`src/rtl/out_display_ctrl.sv`:
```
// out_display_ctrl
//  Drives a multiplexed common-anode 7-segment display from the OUT register.
//  A sequential double-dabble engine (one shift per clk) converts i_data to
//  BCD whenever it differs from the last converted value. The scanner walks
//  the digits round-robin and shows only completed results. Not gated by
//  clk_en, so the display stays live while the CPU is halted.
// Ports
//  clk     system clock, rising edge
//  rst     synchronous reset, active-high
//  i_data  binary value to display
//  o_busy  conversion in progress
//  o_bcd   last completed BCD result, nibble 0 = least significant digit
//  o_an    digit enables, active-low, one-hot-low, o_an[0] = least significant
//  o_seg   segments, active-low, {g,f,e,d,c,b,a}
module out_display_ctrl #(
  parameter int WIDTH       = 16,
  parameter int DIGITS      = 5,
  parameter int REFRESH_DIV = 50000,
  parameter int BLANK_LZ    = 1
) (
  input  logic                  clk,
  input  logic                  rst,
  input  logic [WIDTH-1:0]      i_data,
  output logic                  o_busy,
  output logic [4*DIGITS-1:0]   o_bcd,
  output logic [DIGITS-1:0]     o_an,
  output logic [6:0]            o_seg
);

  localparam int CW = ($clog2(WIDTH) > 0) ? $clog2(WIDTH) : 1;
  localparam int RW = ($clog2(REFRESH_DIV) > 0) ? $clog2(REFRESH_DIV) : 1;
  localparam int IW = ($clog2(DIGITS) > 0) ? $clog2(DIGITS) : 1;
  localparam logic [CW-1:0] CNT_LAST = CW'(WIDTH - 1);
  localparam logic [RW-1:0] REF_LAST = RW'(REFRESH_DIV - 1);
  localparam logic [IW-1:0] IDX_LAST = IW'(DIGITS - 1);

  typedef enum logic {S_IDLE, S_CONV} state_t;

  state_t              r_state, w_state_nxt;
  logic [WIDTH-1:0]    r_snap, r_bin;
  logic [4*DIGITS-1:0] r_work, r_bcd, w_adj, w_work_nxt;
  logic [CW-1:0]       r_cnt;
  logic                r_busy;
  logic [RW-1:0]       r_ref;
  logic [IW-1:0]       r_idx;
  logic [DIGITS-1:0]   r_an, w_an, w_lz;
  logic [6:0]          r_seg, w_seg;
  logic [3:0]          w_nib;
  logic                w_start, w_last, w_blank;

  function automatic logic [6:0] seg_decode(input logic [3:0] n);
    case (n)
      4'd0:    seg_decode = 7'b1000000;
      4'd1:    seg_decode = 7'b1111001;
      4'd2:    seg_decode = 7'b0100100;
      4'd3:    seg_decode = 7'b0110000;
      4'd4:    seg_decode = 7'b0011001;
      4'd5:    seg_decode = 7'b0010010;
      4'd6:    seg_decode = 7'b0000010;
      4'd7:    seg_decode = 7'b1111000;
      4'd8:    seg_decode = 7'b0000000;
      4'd9:    seg_decode = 7'b0010000;
      default: seg_decode = 7'b1111111;
    endcase
  endfunction

  assign w_start = (r_state == S_IDLE) && (i_data != r_snap);
  assign w_last  = (r_state == S_CONV) && (r_cnt == CNT_LAST);

  always_ff @(posedge clk) begin
    if (rst) r_state <= S_IDLE;
    else     r_state <= w_state_nxt;
  end

  always_comb begin
    w_state_nxt = r_state;
    case (r_state)
      S_IDLE:  if (w_start) w_state_nxt = S_CONV;
      S_CONV:  if (w_last)  w_state_nxt = S_IDLE;
      default: w_state_nxt = S_IDLE;
    endcase
  end

  // Add-3 on every nibble >= 5, then shift {work,bin} left by one.
  always_comb begin
    w_adj = r_work;
    for (int unsigned i = 0; i < DIGITS; i++) begin
      if (r_work[4*i +: 4] >= 4'd5) w_adj[4*i +: 4] = r_work[4*i +: 4] + 4'd3;
    end
    w_work_nxt = {w_adj[4*DIGITS-2:0], r_bin[WIDTH-1]};
  end

  // o_bcd is written only on the final shift, so it never shows a partial result.
  always_ff @(posedge clk) begin
    if (rst) begin
      r_snap <= '0;
      r_bin  <= '0;
      r_work <= '0;
      r_cnt  <= '0;
      r_bcd  <= '0;
      r_busy <= 1'b0;
    end else if (w_start) begin
      r_snap <= i_data;
      r_bin  <= i_data;
      r_work <= '0;
      r_cnt  <= '0;
      r_busy <= 1'b1;
    end else if (r_state == S_CONV) begin
      r_work <= w_work_nxt;
      r_bin  <= {r_bin[WIDTH-2:0], 1'b0};
      r_cnt  <= r_cnt + 1'b1;
      if (w_last) begin
        r_bcd  <= w_work_nxt;
        r_busy <= 1'b0;
      end
    end
  end

  // w_lz[i]: nibbles i..DIGITS-1 of the displayed result are all zero.
  always_comb begin
    w_lz    = '1;
    w_nib   = 4'h0;
    w_an    = '1;
    w_blank = 1'b0;
    for (int unsigned i = 0; i < DIGITS; i++) begin
      for (int unsigned k = i; k < DIGITS; k++) begin
        if (r_bcd[4*k +: 4] != 4'h0) w_lz[i] = 1'b0;
      end
    end
    for (int unsigned i = 0; i < DIGITS; i++) begin
      if (r_idx == IW'(i)) begin
        w_nib   = r_bcd[4*i +: 4];
        w_an[i] = 1'b0;
        w_blank = (BLANK_LZ != 0) && (i > 0) && w_lz[i];
      end
    end
    w_seg = w_blank ? 7'b1111111 : seg_decode(w_nib);
  end

  always_ff @(posedge clk) begin
    if (rst) begin
      r_ref <= '0;
      r_idx <= '0;
      r_an  <= '1;
      r_seg <= '1;
    end else begin
      r_an  <= w_an;
      r_seg <= w_seg;
      if (r_ref == REF_LAST) begin
        r_ref <= '0;
        r_idx <= (r_idx == IDX_LAST) ? '0 : r_idx + 1'b1;
      end else begin
        r_ref <= r_ref + 1'b1;
      end
    end
  end

  assign o_busy = r_busy;
  assign o_bcd  = r_bcd;
  assign o_an   = r_an;
  assign o_seg  = r_seg;

endmodule

```
`config.mk`:
```
export PLATFORM = sky130hd
export DESIGN_NAME = out_display_ctrl
export DESIGN_NICKNAME = d
export VERILOG_FILES = /design/src/rtl/out_display_ctrl.sv
export SDC_FILE = /design/constraint.sdc
export NUM_CORES = 1
export LEC_CHECK = 0
export ABC_AREA = 1
export CORE_MARGIN = 10
export CORE_UTILIZATION = 60
export CTS_BUF_LIST = sky130_fd_sc_hd__clkbuf_4
export DETAILED_ROUTE_END_ITERATION = 7
export DONT_BUFFER_PORTS = 1
export PLACE_DENSITY = 0.9
export SLEW_MARGIN = 20
export SYNTH_ARGS = -nofsm -noshare
export SYNTH_HDL_FRONTEND = slang
export SYNTH_SLANG_ARGS = --single-unit
```
`constraint.sdc`:
```
create_clock -name clk -period 1.6 [get_ports clk]
set_input_delay 0.08 -clock clk [delete_from_list [all_inputs] [get_ports clk]]
set_output_delay 0.08 -clock clk [all_outputs]
set_load 0.01 [all_outputs]
```
==> results of run 1 <==
metrics by stage:
step / setup slack (ps) / area [um2]
final: -660.5 / 7138
after detailed placement: -143.2 / 5996
after CTS: -120.8 / 6391
after floorplan: -56.22 / 5622
after global placement: -95.40 / 5996
after global routing: -746.3 / 7138
worst register-to-register path: stages, from the launching register on:
cell and delay, ps:
dfxtp_1 390, xor2_1 200, nor2_2 310, nand2_2 150, nor2_8 180, nand2_8 110
nand2_8 140, buf_6 150, nand2_1 80, a21oi_1 400
cells in the mapped netlist (all sizes together):
master	count
clkbuf	16
o41ai	1
nor2	71
ha	18
nor4	1
a21oi	78
nand2	206
nor3	4
inv	124
o21ai	47
nand4	23
dfxtp	109
nand3	52
nor3b	4
or2	11
buf	11
xor2	10
nand3b	1
o211ai	2
clkinv	3
or3	2
xnor2	1
path summary, 6_finish.rpt:
kind                            slack (ps)         end  cells past startpoint
worst max-delay path                  -660  r_snap[14]                      9
worst min-delay path                    80   o_bcd[19]                      3
worst min register to register         440    r_ref[0]                      1
worst max register to register        -660  r_snap[14]                      9
layer usage:
metal | routed length, um | track usage [%]
met5 | 0 | 0
met4 | 1758 | 8.007
met3 | 2449 | 4.910
met2 | 9538 | 40.65
met1 | 6762 | 25.57
layout make-up:
class	count	area, um2	area share, %
Sequential cell	109	2233	31.29
Tap cell	108	135.1	1.893
Timing Repair Buffer	85	835.8	11.71
Inverter	127	491.7	6.889
Multi-Input combinational cell	532	3319	46.50
Clock inverter	6	47.55	0.6661
Clock buffer	10	75.07	1.052
cells by family (layout without fill, tap and decap cells):
| kind of cell | after synthesis | after routing | synth area share (%) |
|---|---|---|---|
| buf+inv | 154 | 228 | 11.08 |
| xor+xnor | 11 | 11 | 1.748 |
| compound gates | 128 | 128 | 12.94 |
| flops | 109 | 109 | 39.60 |
| simple gates | 375 | 375 | 30.54 |
| fa+ha+maj | 18 | 18 | 4.087 |
registers in the layout, summed over array words and instances, names as in the netlist:
name	flops
o_an	5
o_bcd	20
o_busy	1
o_seg	7
r_bin	16
r_cnt	4
r_idx	3
r_ref	16
r_snap	16
r_state	1
r_work	20
power groups by stage:
| stage | registers, uW | logic (uW) | clock network (uW) |
|---|---|---|---|
| finish | 2840 | 531 | 1350 |
| global route | 2850 | 559 | 1430 |
| CTS | 2830 | 347 | 1300 |
| detailed placement | 2880 | 286 | 0 |
| global placement | 2880 | 271 | 0 |
| floorplan | 2870 | 232 | 0 |
what timing repair did:
action                                  CTS  global route
setup buffers                             5            11
resized for setup                        22           171
gates cloned                              0             3
hold endpoints to repair                 54             0
hold buffers                             18             0
pin swaps                                19            42
endpoints found under the setup margin   32            93
==> results.toml, run 1 <==
[min_path]
holdCritStartpoint = "rst"
hp-class = "in -> reg"

[power_and_ir_drop]
ir_drop_mv = 0.5882
p_sw_share_pct = 29.38
total_power_uw = 4720
power_frac_comb_pct = 11.2
power.internal_uw = 3334
seqPwrFrac_pct = 60.2
power_frac_clock_pct = 28.5
power_density_mw_per_mm2 = 661.3
switchingPower_uw = 1387
leakage_uw = 0.003242

[synthesis]
yosys.area.top_type = "dfxtp_1"
syn-cell-area_mm2 = 0.005510
synthDistinctLibCells = 35
synth_top_area_share_pct = 39.60
syn-num-nets = 831
yosysWarnings = 0
yosysSeqAreaShare_pct = 39.60
synthCells = 795
ys_seq_elements = 109
ys_top_cells_by_area = "dfxtp_1 40%, nand2_1 14%, inv_1 8.4%"
avgSynthCellArea_um2 = 6.931

[sta]
timing.fmax_ghz = 0.4424
rsz0062_at_grt = "true"
period_share_pct = 141.3
fin_setup_tns_ps = -19480
setup_violations = 66
hold_ws_ps = 83.75
fin_ws_ps = -660.5
fin_crit_ps = 2260
maxSlewHeadroom_pct = 61.17
worst_pin_slew_ps = 581.8
maxSlewViolCount = 0
final_hold_viol_count = 0
finalClockSkew_ps = 35.57

[clocking]
path_clk_slew_ps = 180
cts_made_buffers = 9
h-tree-depth = 3
cts_buffer_depth = 2
cts_tree = "done"
clockRootBuffer = "clkbuf_4"
clk_latency_ps = 490
cts_sinks = 109

[outcome]
outcome = "complete, but fails checks"
violations = "design-rule violations, negative setup slack"

[cells_and_area]
final_common_cell = "nand2_1"
n_fill_cell = 452
fin_cells = 977
n_antenna_cell = 0
final_cell_mix = "178 x nand2_1, 107 x inv_1, 78 x dfxtp_1"
drive_above_1_share_pct = 30.49
fin_util_pct = 80.67
layout.nets = 900
area_delta_synth_final_pct = 29.54

[worst_setup_path]
critical_path_peak_fanout = 6
crit_path_end_kind = "flip-flop"
crit_buf_inv = 1
path_class = "reg -> reg"
r2r_start = "r_snap[10]"
cp_common_cell = "nand2_8"
cp_slowest_cell = "a21oi_1"
start_kind = "flip-flop"
worstPathRequired_ps = 1940
worstPathCellList = "xor2_1 -> nor2_2 -> nand2_2 -> nor2_8 -> nand2_8 -> nand2_8 -> buf_6 -> nand2_1 -> a21oi_1"
crit_start = "r_snap[10]"
cp_slowest_stage_delay_ps = 400
crit_arrival_ps = 2600
crit_family = "simple AND/OR/NAND/NOR gates"

[global_route]
grt_pass1_vias = 5313
grt_max_degree = 35
grt_pass1_wl_um = 24700
grt_usage_pct = 22.53
grt_antenna_before_repair = 0
grt_overflow = 0

[drt]
vias_per_cell = 6.245
drtIter0Drc = 827
vias = 6101
drc_errors = 2
routedWlPerCell_um = 20.99
ant_nets = 0
routed_wl_um = 20510
firstDrtPassIters = 8

[placed_design]
gp_congestion = 0.9262
dp.cells = 924
io_buffers = 0
hpwl_um = 10550

[die]
die_h_um = 115.8
dieWidth_um = 115.8
start_util_pct = 62.27
boundaryPins = 51
fp.dieArea_mm2 = 0.01342
core-area_mm2 = 0.008848
rows = 34

[flow_run]
drv_cap = 0
(Power assumes the default switching activity.)
==> inputs of run 2 (changes only) <==
CORE_UTILIZATION = 65   (was 60)
PLACE_DENSITY = 0.92   (was 0.9)
clock period = 2.1 ns   (was 1.6 ns; I/O delays follow)
==> run 2 against run 1 <==
Against the previous run: the run ends with negative setup slack left; combinational power shrank 42%; critical path depth is 2 higher; non-clock buffer count shrank 32; final cell count down 3.5%; register-to-register slack better by 410 ps; maximum frequency fell by 3.8%; sequential cell count is the same; critical path type unchanged; wire length fell by 22%; total power shrank 27%; via count fell by 9.0%; worst hold slack worse by 8.0 ps.
==> results.toml, run 2 (synthesis gave the netlist of run 1 again) <==
[die]
die_h_um = 112.1
rows = 33
start_util_pct = 67.06
boundaryPins = 51
fp.dieArea_mm2 = 0.01256
core-area_mm2 = 0.008217
dieWidth_um = 112.1

[power_and_ir_drop]
leakage_uw = 0.002902
power_density_mw_per_mm2 = 550.1
ir_drop_mv = 0.4187

[drt]
met1Wirelength_um = 6064
routedWlPerCell_um = 16.99
met2_length_um = 7499
ant_nets = 0
routed.top_layer = "met4"
drc_errors = 0
vias_per_cell = 5.887
routed_wl_um = 16020
vias = 5551
firstDrtPassIters = 6
wl_met3_um = 1700
drtIter0Drc = 660

[clocking]
cts_tree = "done"
clk_latency_ps = 470
path_clk_slew_ps = 190
h-tree-depth = 3
cts_buffer_depth = 2
clockRootBuffer = "clkbuf_4"
cts_sinks = 109
cts_made_buffers = 9

[cells_and_area]
final_common_cell = "nand2_1"
final_cell_mix = "197 x nand2_1, 120 x inv_1, 101 x dfxtp_1"
n_antenna_cell = 0
layout.nets = 869
area_delta_synth_final_pct = 13.81
drive_above_1_share_pct = 13.84

[sta]
timing.fmax_ghz = 0.4256
rsz0062_at_grt = "true"
period_share_pct = 111.9
fin_ws_ps = -249.7
setup_violations = 11
finalClockSkew_ps = 27.86
fin_setup_tns_ps = -1741
maxSlewViolCount = 0
worst_pin_slew_ps = 554.1
final_hold_viol_count = 0
hold_ws_ps = 75.74
fin_crit_ps = 2350
maxSlewHeadroom_pct = 63.02

[worst_setup_path]
worstPathRequired_ps = 2480
r2r_start = "r_snap[2]"
crit_arrival_ps = 2730
worstPathCellList = "inv_1 -> nand2_1 -> nand2_1 -> nor2_1 -> nand2_1 -> nor2_4 -> nand2_8 -> clkbuf_16 -> nand3_2 -> a21oi_1 -> dlygate4sd3_1"
cp_slowest_stage_delay_ps = 570
path_class = "reg -> reg"
cp_slowest_cell = "dlygate4sd3_1"
start_kind = "flip-flop"
crit_path_end_kind = "flip-flop"
critical_path_peak_fanout = 8
crit_start = "r_snap[2]"
cp_common_cell = "nand2_1"

[flow_run]
drv_cap = 0

[outcome]
outcome = "complete, but fails checks"
violations = "negative setup slack"

[placed_design]
gp_congestion = 0.9365
io_buffers = 0
hpwl_um = 9861

[min_path]
hp-class = "in -> reg"
holdCritStartpoint = "rst"

[global_route]
grt_max_degree = 45
grt_antenna_before_repair = 0
grt_overflow = 0
grt_pass1_vias = 4984
grt_pass1_wl_um = 23200
grt_usage_pct = 21.72
run 2: cell types whose count changed in the layout (fill, tap and decap cells not counted), moves of 11 or more:
cell / change
nor2_4: -11
nand3_4: -13
a21oi_2: -12
nor2_1: +14
nand2_1: +19
o21ai_0: +11
nand3_1: +15
dfxtp_1: +23
buf_4: -29
dfxtp_2: -19
a21oi_1: +13
inv_1: +13
run 2: final timing paths:
check                     to  slack (ps)  cells past startpoint
setup / recovery  r_snap[14]        -250                     11
setup reg to reg  r_snap[14]        -250                     11
hold / removal      r_bin[1]          80                      3
hold reg to reg     r_ref[0]         490                      1
run 2: metal layers:
layer | GRT usage, % | vias to the layer above
met3 | 6.177 | 89
met1 | 24.97 | 2552
li1 | - | 2587
met2 | 37.49 | 323
met4 | 8.206 | 0
met5 | 0 | -
run 2: critical path: cells and delay by family (launching register included):
kind,cells,cell delay [ps]
compound gates,1,90
flops,1,450
simple gates,7,850
buf+inv,3,860
run 2: per-stage QoR:
| step | total power, uW | area, um2 | setup slack [ps] | utilization (%) | instances |
|---|---|---|---|---|---|
| floorplan | 2365 | 5510 | 286.2 | - | 795 |
| global placement | 2390 | 5605 | 124.5 | 68.22 | 886 |
| detailed placement | 2404 | 5605 | 42.52 | 68.22 | 886 |
| CTS | 3406 | 6040 | 11.04 | 73.50 | 932 |
| global route | 3552 | 6271 | -258.1 | 76.32 | 943 |
| finish | 3450 | 6271 | -249.7 | 76.32 | 943 |
run 2: power by group:
group	switching [uW]	total [uW]	internal, uW
Combinational	189	308	119
Sequential	43.1	2160	2120
Clock	717	979	262
run 2: cell type report:
cell class                      instances  area [um2]
Timing Repair Buffer                   53       513.0
Inverter                              127       480.5
Multi-Input combinational cell        533        2828
Tap cell                              105       131.4
Clock inverter                          7       56.30
Fill cell                             521        1946
Sequential cell                       109        2195
Clock buffer                            9       67.56
run 2: timing repair:
action	4_1_cts	5_1_grt
setup endpoints to repair	0	19
endpoints found under the hold margin	47	0
hold buffers	30	0
setup buffers	0	10
resized for setup	0	38
